File: src/rtl/bit_serial_adder_pkg.sv
// ============================================================================
// Module   : bit_serial_adder_pkg
// Brief    : Shared ALU package: FSM state encoding, default width, helpers.
// Revision : 1.0
// ============================================================================
`default_nettype none

package bit_serial_adder_pkg;

  localparam int c_DEFAULT_WIDTH = 64;

  typedef enum logic [1:0] {
    IDLE = 2'd0,
    RUN  = 2'd1,
    DONE = 2'd2
  } state_t;

  // Bit-counter width; never narrower than one bit.
  function automatic int cnt_width(input int w);
    return (w > 1) ? $clog2(w) : 1;
  endfunction

endpackage

`default_nettype wire

File: src/rtl/bit_serial_adder_if.sv
// ============================================================================
// Module   : bit_serial_adder_if
// Brief    : Request/result bundle between a requester and the serial adder.
// Revision : 1.0
// ============================================================================
`default_nettype none

interface bit_serial_adder_if
  import bit_serial_adder_pkg::*;
#(
  parameter int WIDTH = c_DEFAULT_WIDTH
);

  logic             start;
  logic [WIDTH-1:0] a;
  logic [WIDTH-1:0] b;
  logic             sub;
  logic             busy;
  logic             done;
  logic [WIDTH-1:0] result;
  logic             flag_n;
  logic             flag_z;
  logic             flag_c;
  logic             flag_v;

  modport master (
    output start, a, b, sub,
    input  busy, done, result, flag_n, flag_z, flag_c, flag_v
  );

  modport slave (
    input  start, a, b, sub,
    output busy, done, result, flag_n, flag_z, flag_c, flag_v
  );

endinterface

`default_nettype wire

File: src/rtl/bit_serial_adder_adder.sv
// ============================================================================
// Module   : adder
// Brief    : 1-bit full-adder cell.
// Revision : 1.0
// ============================================================================
`default_nettype none

module adder (
  input  wire logic i_a,
  input  wire logic i_b,
  input  wire logic i_cin,
  output logic      o_sum,
  output logic      o_cout
);

  assign o_sum  = i_a ^ i_b ^ i_cin;
  assign o_cout = (i_a & i_b) | (i_cin & (i_a ^ i_b));

endmodule

`default_nettype wire

File: src/rtl/bit_serial_adder.sv
// ============================================================================
// Module   : bit_serial_adder
// Brief    : LSB-first bit-serial add/subtract with NZCV flags, one bit/cycle.
//            Subtraction is enabled by defining SERIAL_ADDER_SUB_EN.
// Revision : 1.0
// ============================================================================
`default_nettype none

module bit_serial_adder
  import bit_serial_adder_pkg::*;
#(
  parameter int WIDTH = c_DEFAULT_WIDTH
) (
  input  wire logic         clk,
  input  wire logic         rst_n,
  bit_serial_adder_if.slave bus
);

  localparam int                 c_CNT_W = cnt_width(WIDTH);
  localparam logic [c_CNT_W-1:0] c_LAST  = c_CNT_W'(WIDTH - 1);

  state_t             r_state;
  state_t             w_next;
  logic               w_load;
  logic               w_step;
  logic               w_busy;
  logic               w_done;
  logic               w_last;
  logic               w_sub;
  logic               w_sum;
  logic               w_cout;
  logic [WIDTH-1:0]   w_result_next;

  logic [WIDTH-1:0]   r_a;
  logic [WIDTH-1:0]   r_b;
  logic [WIDTH-1:0]   r_result;
  logic               r_carry;
  logic [c_CNT_W-1:0] r_cnt;
  logic               r_n;
  logic               r_z;
  logic               r_c;
  logic               r_v;

`ifdef SERIAL_ADDER_SUB_EN
  assign w_sub = bus.sub;
`else
  assign w_sub = 1'b0;
`endif

  assign w_last = (r_cnt == c_LAST);

  always_ff @(posedge clk or negedge rst_n) begin
    if (!rst_n) begin
      r_state <= IDLE;
    end else begin
      r_state <= w_next;
    end
  end

  // Start in DONE is accepted on the same edge so operations can chain.
  always_comb begin
    w_next = r_state;
    w_load = 1'b0;
    w_step = 1'b0;
    w_busy = 1'b0;
    w_done = 1'b0;
    case (r_state)
      IDLE: begin
        if (bus.start) begin
          w_load = 1'b1;
          w_next = RUN;
        end
      end
      RUN: begin
        w_busy = 1'b1;
        w_step = 1'b1;
        if (w_last) begin
          w_next = DONE;
        end
      end
      DONE: begin
        w_done = 1'b1;
        if (bus.start) begin
          w_load = 1'b1;
          w_next = RUN;
        end else begin
          w_next = IDLE;
        end
      end
      default: w_next = IDLE;
    endcase
  end

  adder u_adder (
    .i_a    (r_a[0]),
    .i_b    (r_b[0]),
    .i_cin  (r_carry),
    .o_sum  (w_sum),
    .o_cout (w_cout)
  );

  assign w_result_next = {w_sum, r_result[WIDTH-1:1]};

  always_ff @(posedge clk or negedge rst_n) begin
    if (!rst_n) begin
      r_a      <= '0;
      r_b      <= '0;
      r_result <= '0;
      r_carry  <= 1'b0;
      r_cnt    <= '0;
      r_n      <= 1'b0;
      r_z      <= 1'b0;
      r_c      <= 1'b0;
      r_v      <= 1'b0;
    end else if (w_load) begin
      // Subtraction is a + ~b + 1: invert b and seed the carry.
      r_a     <= bus.a;
      r_b     <= w_sub ? ~bus.b : bus.b;
      r_carry <= w_sub;
      r_cnt   <= '0;
    end else if (w_step) begin
      r_a      <= r_a >> 1;
      r_b      <= r_b >> 1;
      r_carry  <= w_cout;
      r_result <= w_result_next;
      if (w_last) begin
        r_n <= w_sum;
        r_z <= (w_result_next == '0);
        r_c <= w_cout;
        r_v <= r_carry ^ w_cout;
      end else begin
        r_cnt <= r_cnt + c_CNT_W'(1);
      end
    end
  end

  assign bus.busy   = w_busy;
  assign bus.done   = w_done;
  assign bus.result = r_result;
  assign bus.flag_n = r_n;
  assign bus.flag_z = r_z;
  assign bus.flag_c = r_c;
  assign bus.flag_v = r_v;

endmodule

`default_nettype wire

File: src/flat_wrapper.sv
// flat-port wrapper written by rule: the top's interface ports become plain ports
module bit_serial_adder_flat import bit_serial_adder_pkg::*;
#(
  parameter int WIDTH = c_DEFAULT_WIDTH
)
  (clk, rst_n, bus_start, bus_a, bus_b, bus_sub, bus_busy, bus_done, bus_result, bus_flag_n, bus_flag_z, bus_flag_c, bus_flag_v);
  bit_serial_adder_if #(.WIDTH(WIDTH)) bus_i ();
  input  wire logic clk;
  input  wire logic rst_n;
  input wire logic [$bits(bus_i.start)-1:0] bus_start;
  input wire logic [$bits(bus_i.a)-1:0] bus_a;
  input wire logic [$bits(bus_i.b)-1:0] bus_b;
  input wire logic [$bits(bus_i.sub)-1:0] bus_sub;
  output wire logic [$bits(bus_i.busy)-1:0] bus_busy;
  output wire logic [$bits(bus_i.done)-1:0] bus_done;
  output wire logic [$bits(bus_i.result)-1:0] bus_result;
  output wire logic [$bits(bus_i.flag_n)-1:0] bus_flag_n;
  output wire logic [$bits(bus_i.flag_z)-1:0] bus_flag_z;
  output wire logic [$bits(bus_i.flag_c)-1:0] bus_flag_c;
  output wire logic [$bits(bus_i.flag_v)-1:0] bus_flag_v;
  assign bus_i.start = bus_start;
  assign bus_i.a = bus_a;
  assign bus_i.b = bus_b;
  assign bus_i.sub = bus_sub;
  assign bus_busy = bus_i.busy;
  assign bus_done = bus_i.done;
  assign bus_result = bus_i.result;
  assign bus_flag_n = bus_i.flag_n;
  assign bus_flag_z = bus_i.flag_z;
  assign bus_flag_c = bus_i.flag_c;
  assign bus_flag_v = bus_i.flag_v;
  bit_serial_adder #(.WIDTH(WIDTH)) u_core (.clk(clk), .rst_n(rst_n), .bus(bus_i));
endmodule
File: config.mk
export PLATFORM = sky130hd
export DESIGN_NAME = bit_serial_adder_flat
export DESIGN_NICKNAME = d
export VERILOG_FILES = /design/src/rtl/bit_serial_adder_pkg.sv /design/src/rtl/bit_serial_adder_if.sv /design/src/rtl/bit_serial_adder_adder.sv /design/src/rtl/bit_serial_adder.sv /design/src/flat_wrapper.sv
export SDC_FILE = /design/constraint.sdc
export NUM_CORES = 1
export LEC_CHECK = 0
export ABC_AREA = 0
export CORE_MARGIN = 8
export CORE_UTILIZATION = 54
export CTS_CLUSTER_SIZE = 28
export DETAILED_ROUTE_END_ITERATION = 10
export PLACE_DENSITY = 0.85
export SYNTH_ARGS = -nofsm -noshare
export SYNTH_HDL_FRONTEND = slang
export SYNTH_HIERARCHICAL = 1
export SYNTH_SLANG_ARGS = --single-unit
export TNS_END_PERCENT = 10
File: constraint.sdc
create_clock -name clk -period 2.75 [get_ports clk]
set_input_delay 0.275 -clock clk [delete_from_list [all_inputs] [get_ports clk]]
set_output_delay 0.275 -clock clk [all_outputs]
set_load 0.01 [all_outputs]
Yosys cells after proc, flatten, opt, wreduce, memory -nomap -nowiden
Index checks and enable logic that the tools add are counted.

storage, ports and cells
  output and inout bits = 70
  register bits after elaboration = 205

operators by class
  add/sub/neg operators = 1
  bitwise operators = 7
  equality and inequality tests = 6
  multiplexer cells = 17
  reduce and logical (&&, ||, !) cells = 8

operators with widths
  cell                                                                      number
  64-bit two-way mux                                                        4
  64-bit zero test                                                          1
  6-bit two-way mux                                                         3
  1-bit two-way mux                                                         7
  6-bit by 1-bit adder with 6-bit output (second input constant)            1
  6-bit equality test (second input constant)                               1
  2-bit one-hot mux with 3 select lines                                     1
  2-bit AND reduction                                                       3
  2-bit two-way mux                                                         2
  2-bit by 1-bit inequality test with 1-bit output (second input constant)  2
  3-bit AND reduction                                                       1
  1-bit bitwise XOR                                                         3
  1-bit bitwise AND                                                         2
  2-bit by 1-bit equality test with 1-bit output (second input constant)    1
  2-bit equality test (second input constant)                               1
  2-bit zero test                                                           1
  2-bit inequality test (second input constant)                             1
  2-bit nonzero test                                                        1
  2-bit OR reduction                                                        1
  1-bit inverter                                                            1
  1-bit OR                                                                  1

Logic depth before layout (Yosys ltp)
  word-level depth = 5
  mapped depth = 6

Cells and area by module
Netlist, hierarchy kept.

modules (own cells, without submodules)
  module            area an instance (µm²)  cells an instance  sequential area each (µm²)  instances
  bit_serial_adder  8742.1                  1031               5129.9                      1
  adder             20.0                    1                  0.0                         1

Worst setup path after synthesis
OpenSTA, ideal clock, no wires.

  kind = register to register
  start point = register u_core.r_a[0]
  end point = register u_core.r_z (netlist: u_core/bus.flag_z)
  buffers on the path = 0
  data arrival time = 1697 ps
  path slack = 975 ps
  setup time = 78 ps
  cell stages (with the launch flop) = 6
  data required time = 2672 ps
  clock period less this slack = 1775 ps
  cells stage by stage = dfrtp_1 -> fa_1 -> nor4_1 -> nand4_1 -> or4_1 -> o21ai_1

between the ends
  longest elaborated chain between the ends = 3

ends and longest elaborated chain
  element                         line                          text
  start: declaration              bit_serial_adder.sv:34        logic [WIDTH-1:0] r_a;
  start signal: assignment        bit_serial_adder.sv:117       r_a <= bus.a;
  start signal: assignment        bit_serial_adder.sv:122       r_a <= r_a >> 1;
  1-bit bitwise XOR (2 in a row)  bit_serial_adder_adder.sv:16  assign o_sum = i_a ^ i_b ^ i_cin;
  named net u_core.w_sum          bit_serial_adder.sv:30        logic w_sum;
  64-bit zero test                bit_serial_adder.sv:128       r_z <= (w_result_next == '0);
  end signal: assignment          bit_serial_adder.sv:128
  end: declaration                bit_serial_adder.sv:40        logic r_z;

The timed path passes the listed nets, and every way through them passes these cells.
A chain may end at the register's enable or synchronous reset.

Worst setup path in the final report
  start point = register u_core.r_state[1]
  end point = output port bus_busy

between the ends
  longest elaborated chain between the ends = 2

ends and longest elaborated chain
  element                                         line                    text
  start: declaration                              bit_serial_adder.sv:22  state_t r_state;
  start signal: assignment                        bit_serial_adder.sv:56  r_state <= w_next;
  2-bit by 1-bit equality test with 1-bit output  bit_serial_adder.sv:67  case (r_state)
  1-bit two-way mux                               bit_serial_adder.sv:67
  end: declaration                                flat_wrapper.sv:14      output wire logic [$bits(bus_i.busy)-1:0] bus_busy;

No other way between the ends.

==> flow_summary.yaml <==
run_status:
  status: "complete, no violations"
cts:
  cts.clk_slew.worst_paths_ns: 0.06
  postCtsHoldBufs: 1
  numClockSinks: 205
  clkLatencyLatePin_ns: 0.50
  clk_path_buf_depth: 3
  cts_root_buffer: "clkbuf_16"
  post_cts_buffers: 0
  cts_buffers: 22
  cts_max_level: 1
  cts-resized-gates: 0
  cts_tree: "built"
worst_hold_path:
  hold_path_class: "in2reg"
  hold_path_end: "u_core/r_a[63]"
  hp-start: "bus_a[63]"
  hold_depth: 3
yosys:
  ys_seq_elements: 205
  synth_cells: 1032
  syn-cell-area_um2: 8760
  seq_area_frac_synth_pct: 58.5
  syn_avg_cell_area_um2: 8.49
  yosysTopAreaCellShare_pct: 58.5
  synth_nets: 1166
  ys_warn_count: 6
  synth_area_leaders: "dfrtp_1 59%, nand2_1 19%, a31oi_1 8.8%"
  synth_cell_types: 34
  yosysTopAreaCell: "dfrtp_1"
die:
  die-height_um: 143
  ios: 202
  core_um2: 15900
  initial_core_util_pct: 55.2
  fp.dieW_um: 143
  die-area_um2: 20600
  rows: 46
timing:
  timing.final.crit_share_pct: 81.3
  finalSetupTns_ns: 0
  finClkSkew_ns: 0.0123
  fin_ws_ns: 0.513
  fmax_ghz: 0.447
  finalHoldWorstSlack_ns: 0.320
  setup_viol: 0
  rsz0062_at_grt: "no"
  hold_viol: 0
  slew_headroom_pct: 45.9
  worst_pin_slew_ns: 0.812
  layout_min_cycle_time_ns: 2.24
  final_max_slew_viol_count: 0
routing:
  routed_via_density: 5.45
  drt_pass1_iterations: 5
  antenna_left: 0
  post_drt_wl_per_cell_um: 16.5
  drc: 0
  drt_iter0_markers: 583
  drt_wl_total_um: 23600
  vias: 7811
power:
  ir_drop_mv: 0.602
  p_leak_uw: 0.00544
  power_density_nw_per_um2: 1040
  power_uw: 12100
final_layout:
  drive_above_1_share_pct: 4.44
  fin_area_um2: 11700
  final_common_cell: "nand2_1"
  layout-area-overhead-vs-synth_pct: 33.8
  final_cell_mix: "445 x nand2_1, 205 x dfrtp_1, 199 x clkdlybuf4s50_1, 127 x nor2_1, 123 x a31oi_1"
  fillCellCount: 1165
  finalNetCount: 1334
setup_path:
  rrSetupSlack_ns: 0.73
  regToRegStartpoint: "u_core/r_a[0]"
  cp-end-kind: "output pin"
  start_kind: "flip-flop"
  r2r_end: "u_core/bus.flag_z"
  worst_ep_arrival_time_ns: 1.96
  path_class: "reg2out"
  critPathRequiredTime_ns: 2.48
  r2r_cells: 5
  crit_fanout: 46
global_routing:
  busiest_layer: "met2"
  met2_usage_pct: 37.2
  overflow: 0
  grt_pass1_vias: 7493
  use_met1_pct: 29.3
  grt_max_degree: 192
  grt_pass1_wl_um: 37800
  antenna_found_initial: 1
  track_usage_pct: 22.6
  grt_use_met3_pct: 3.22
place:
  port_buffers: 200
  dp_slack_ns: 0.753
  place_congestion: 0.778
  place_hpwl_um: 15100
  place_area_um2: 10900
job:
  maxCapViolCount: 0
## sequential cells by signal, indices dropped and copies added (netlist names)
signal and flops:
u_core/r_carry 1, u_core/r_cnt 6, u_core/r_state 2, u_core/bus.flag_z 1, u_core/bus.flag_n 1, u_core/bus.result 64, u_core/bus.flag_c 1, u_core/r_a 64
u_core/r_b 64, u_core/bus.flag_v 1
## metrics by stage
step | cells | util [%]
3_3_place_gp | 1391 | 68.9
2_1_floorplan | 1032 | -
3_5_place_dp | 1391 | 68.9
5_1_grt | 1432 | 73.8
4_1_cts | 1431 | 73.8
6_report | 1432 | 73.8
## how the worst max path moves through the flow
stage,start,end,slack [ns],cells after the start
6_report,u_core/r_state[1],bus_busy,0.51,3
5_1_grt,u_core/r_state[1],bus_busy,0.43,3
4_1_cts,u_core/r_state[1],bus_busy,0.49,3
3_5_place_dp,bus_start,u_core/r_a[39],0.75,5
3_3_place_gp,bus_start,u_core/r_a[48],0.79,5
2_1_floorplan,u_core/r_a[0],u_core/bus.flag_z,0.97,5
## kinds of logic (layout without fill, tap and decap cells)
| kind of cell | count (synthesis) | in the layout | share of synthesized area [%] |
|---|---|---|---|
| simple gates | 605 | 605 | 26.9 |
| flops | 205 | 205 | 58.5 |
| xor+xnor | 3 | 3 | 0.300 |
| other cells | 0 | 1 | 0 |
| compound gates | 141 | 141 | 10.2 |
| fa+ha+maj | 2 | 2 | 0.371 |
| buf+inv | 74 | 257 | 3.40 |
| mux | 2 | 2 | 0.257 |
## synthesized netlist by cell type (all sizes together)
library cell,number
a22o,4
xnor2,2
a31oi,123
buf,41
nand2,445
o21ai,3
a21o,1
o311ai,1
mux2,2
fa,1
nor4,16
nor2,127
and4,1
dfrtp,205
and3,1
o22ai,2
ha,1
nor3,2
clkbuf,29
o41ai,1
a211oi,1
nor2b,2
nand3,4
a22oi,3
inv,4
xor2,1
nand2b,2
or4,1
nand4,4
a21oi,2
## worst max-delay path, stage by stage, from the launching register on
cell and delay [ns]:
dfrtp_1 0.38, nand2b_4 0.17, inv_6 0.29, clkdlybuf4s50_1 0.61
## power breakdown
part,switching (uW),internal [uW]
clock,1170,1900
combinational,2060,1790
sequential,895,4310
## per-layer routing
layer  share of wire (%)  vias to the layer above
met3                 6.1                       62
met4                 3.8                        0
li1                    -                     3724
met1                  40                     3750
met5                   0                        -
met2                  50                      275
## area by class of cell
| type | count | area, um^2 | share of cell area, % |
|---|---|---|---|
| clock inverters | 4 | 70.1 | 0.598 |
| repair buffers | 214 | 2190 | 18.7 |
| flip-flops and latches | 205 | 5130 | 43.8 |
| well taps | 216 | 270 | 2.31 |
| clock buffers | 35 | 691 | 5.89 |
| diodes | 1 | 2.50 | 0.0213 |
| multi-input cells | 753 | 3350 | 28.6 |
| inverters | 4 | 20.0 | 0.171 |
Note: power is estimated with default switching activity, not from simulation.
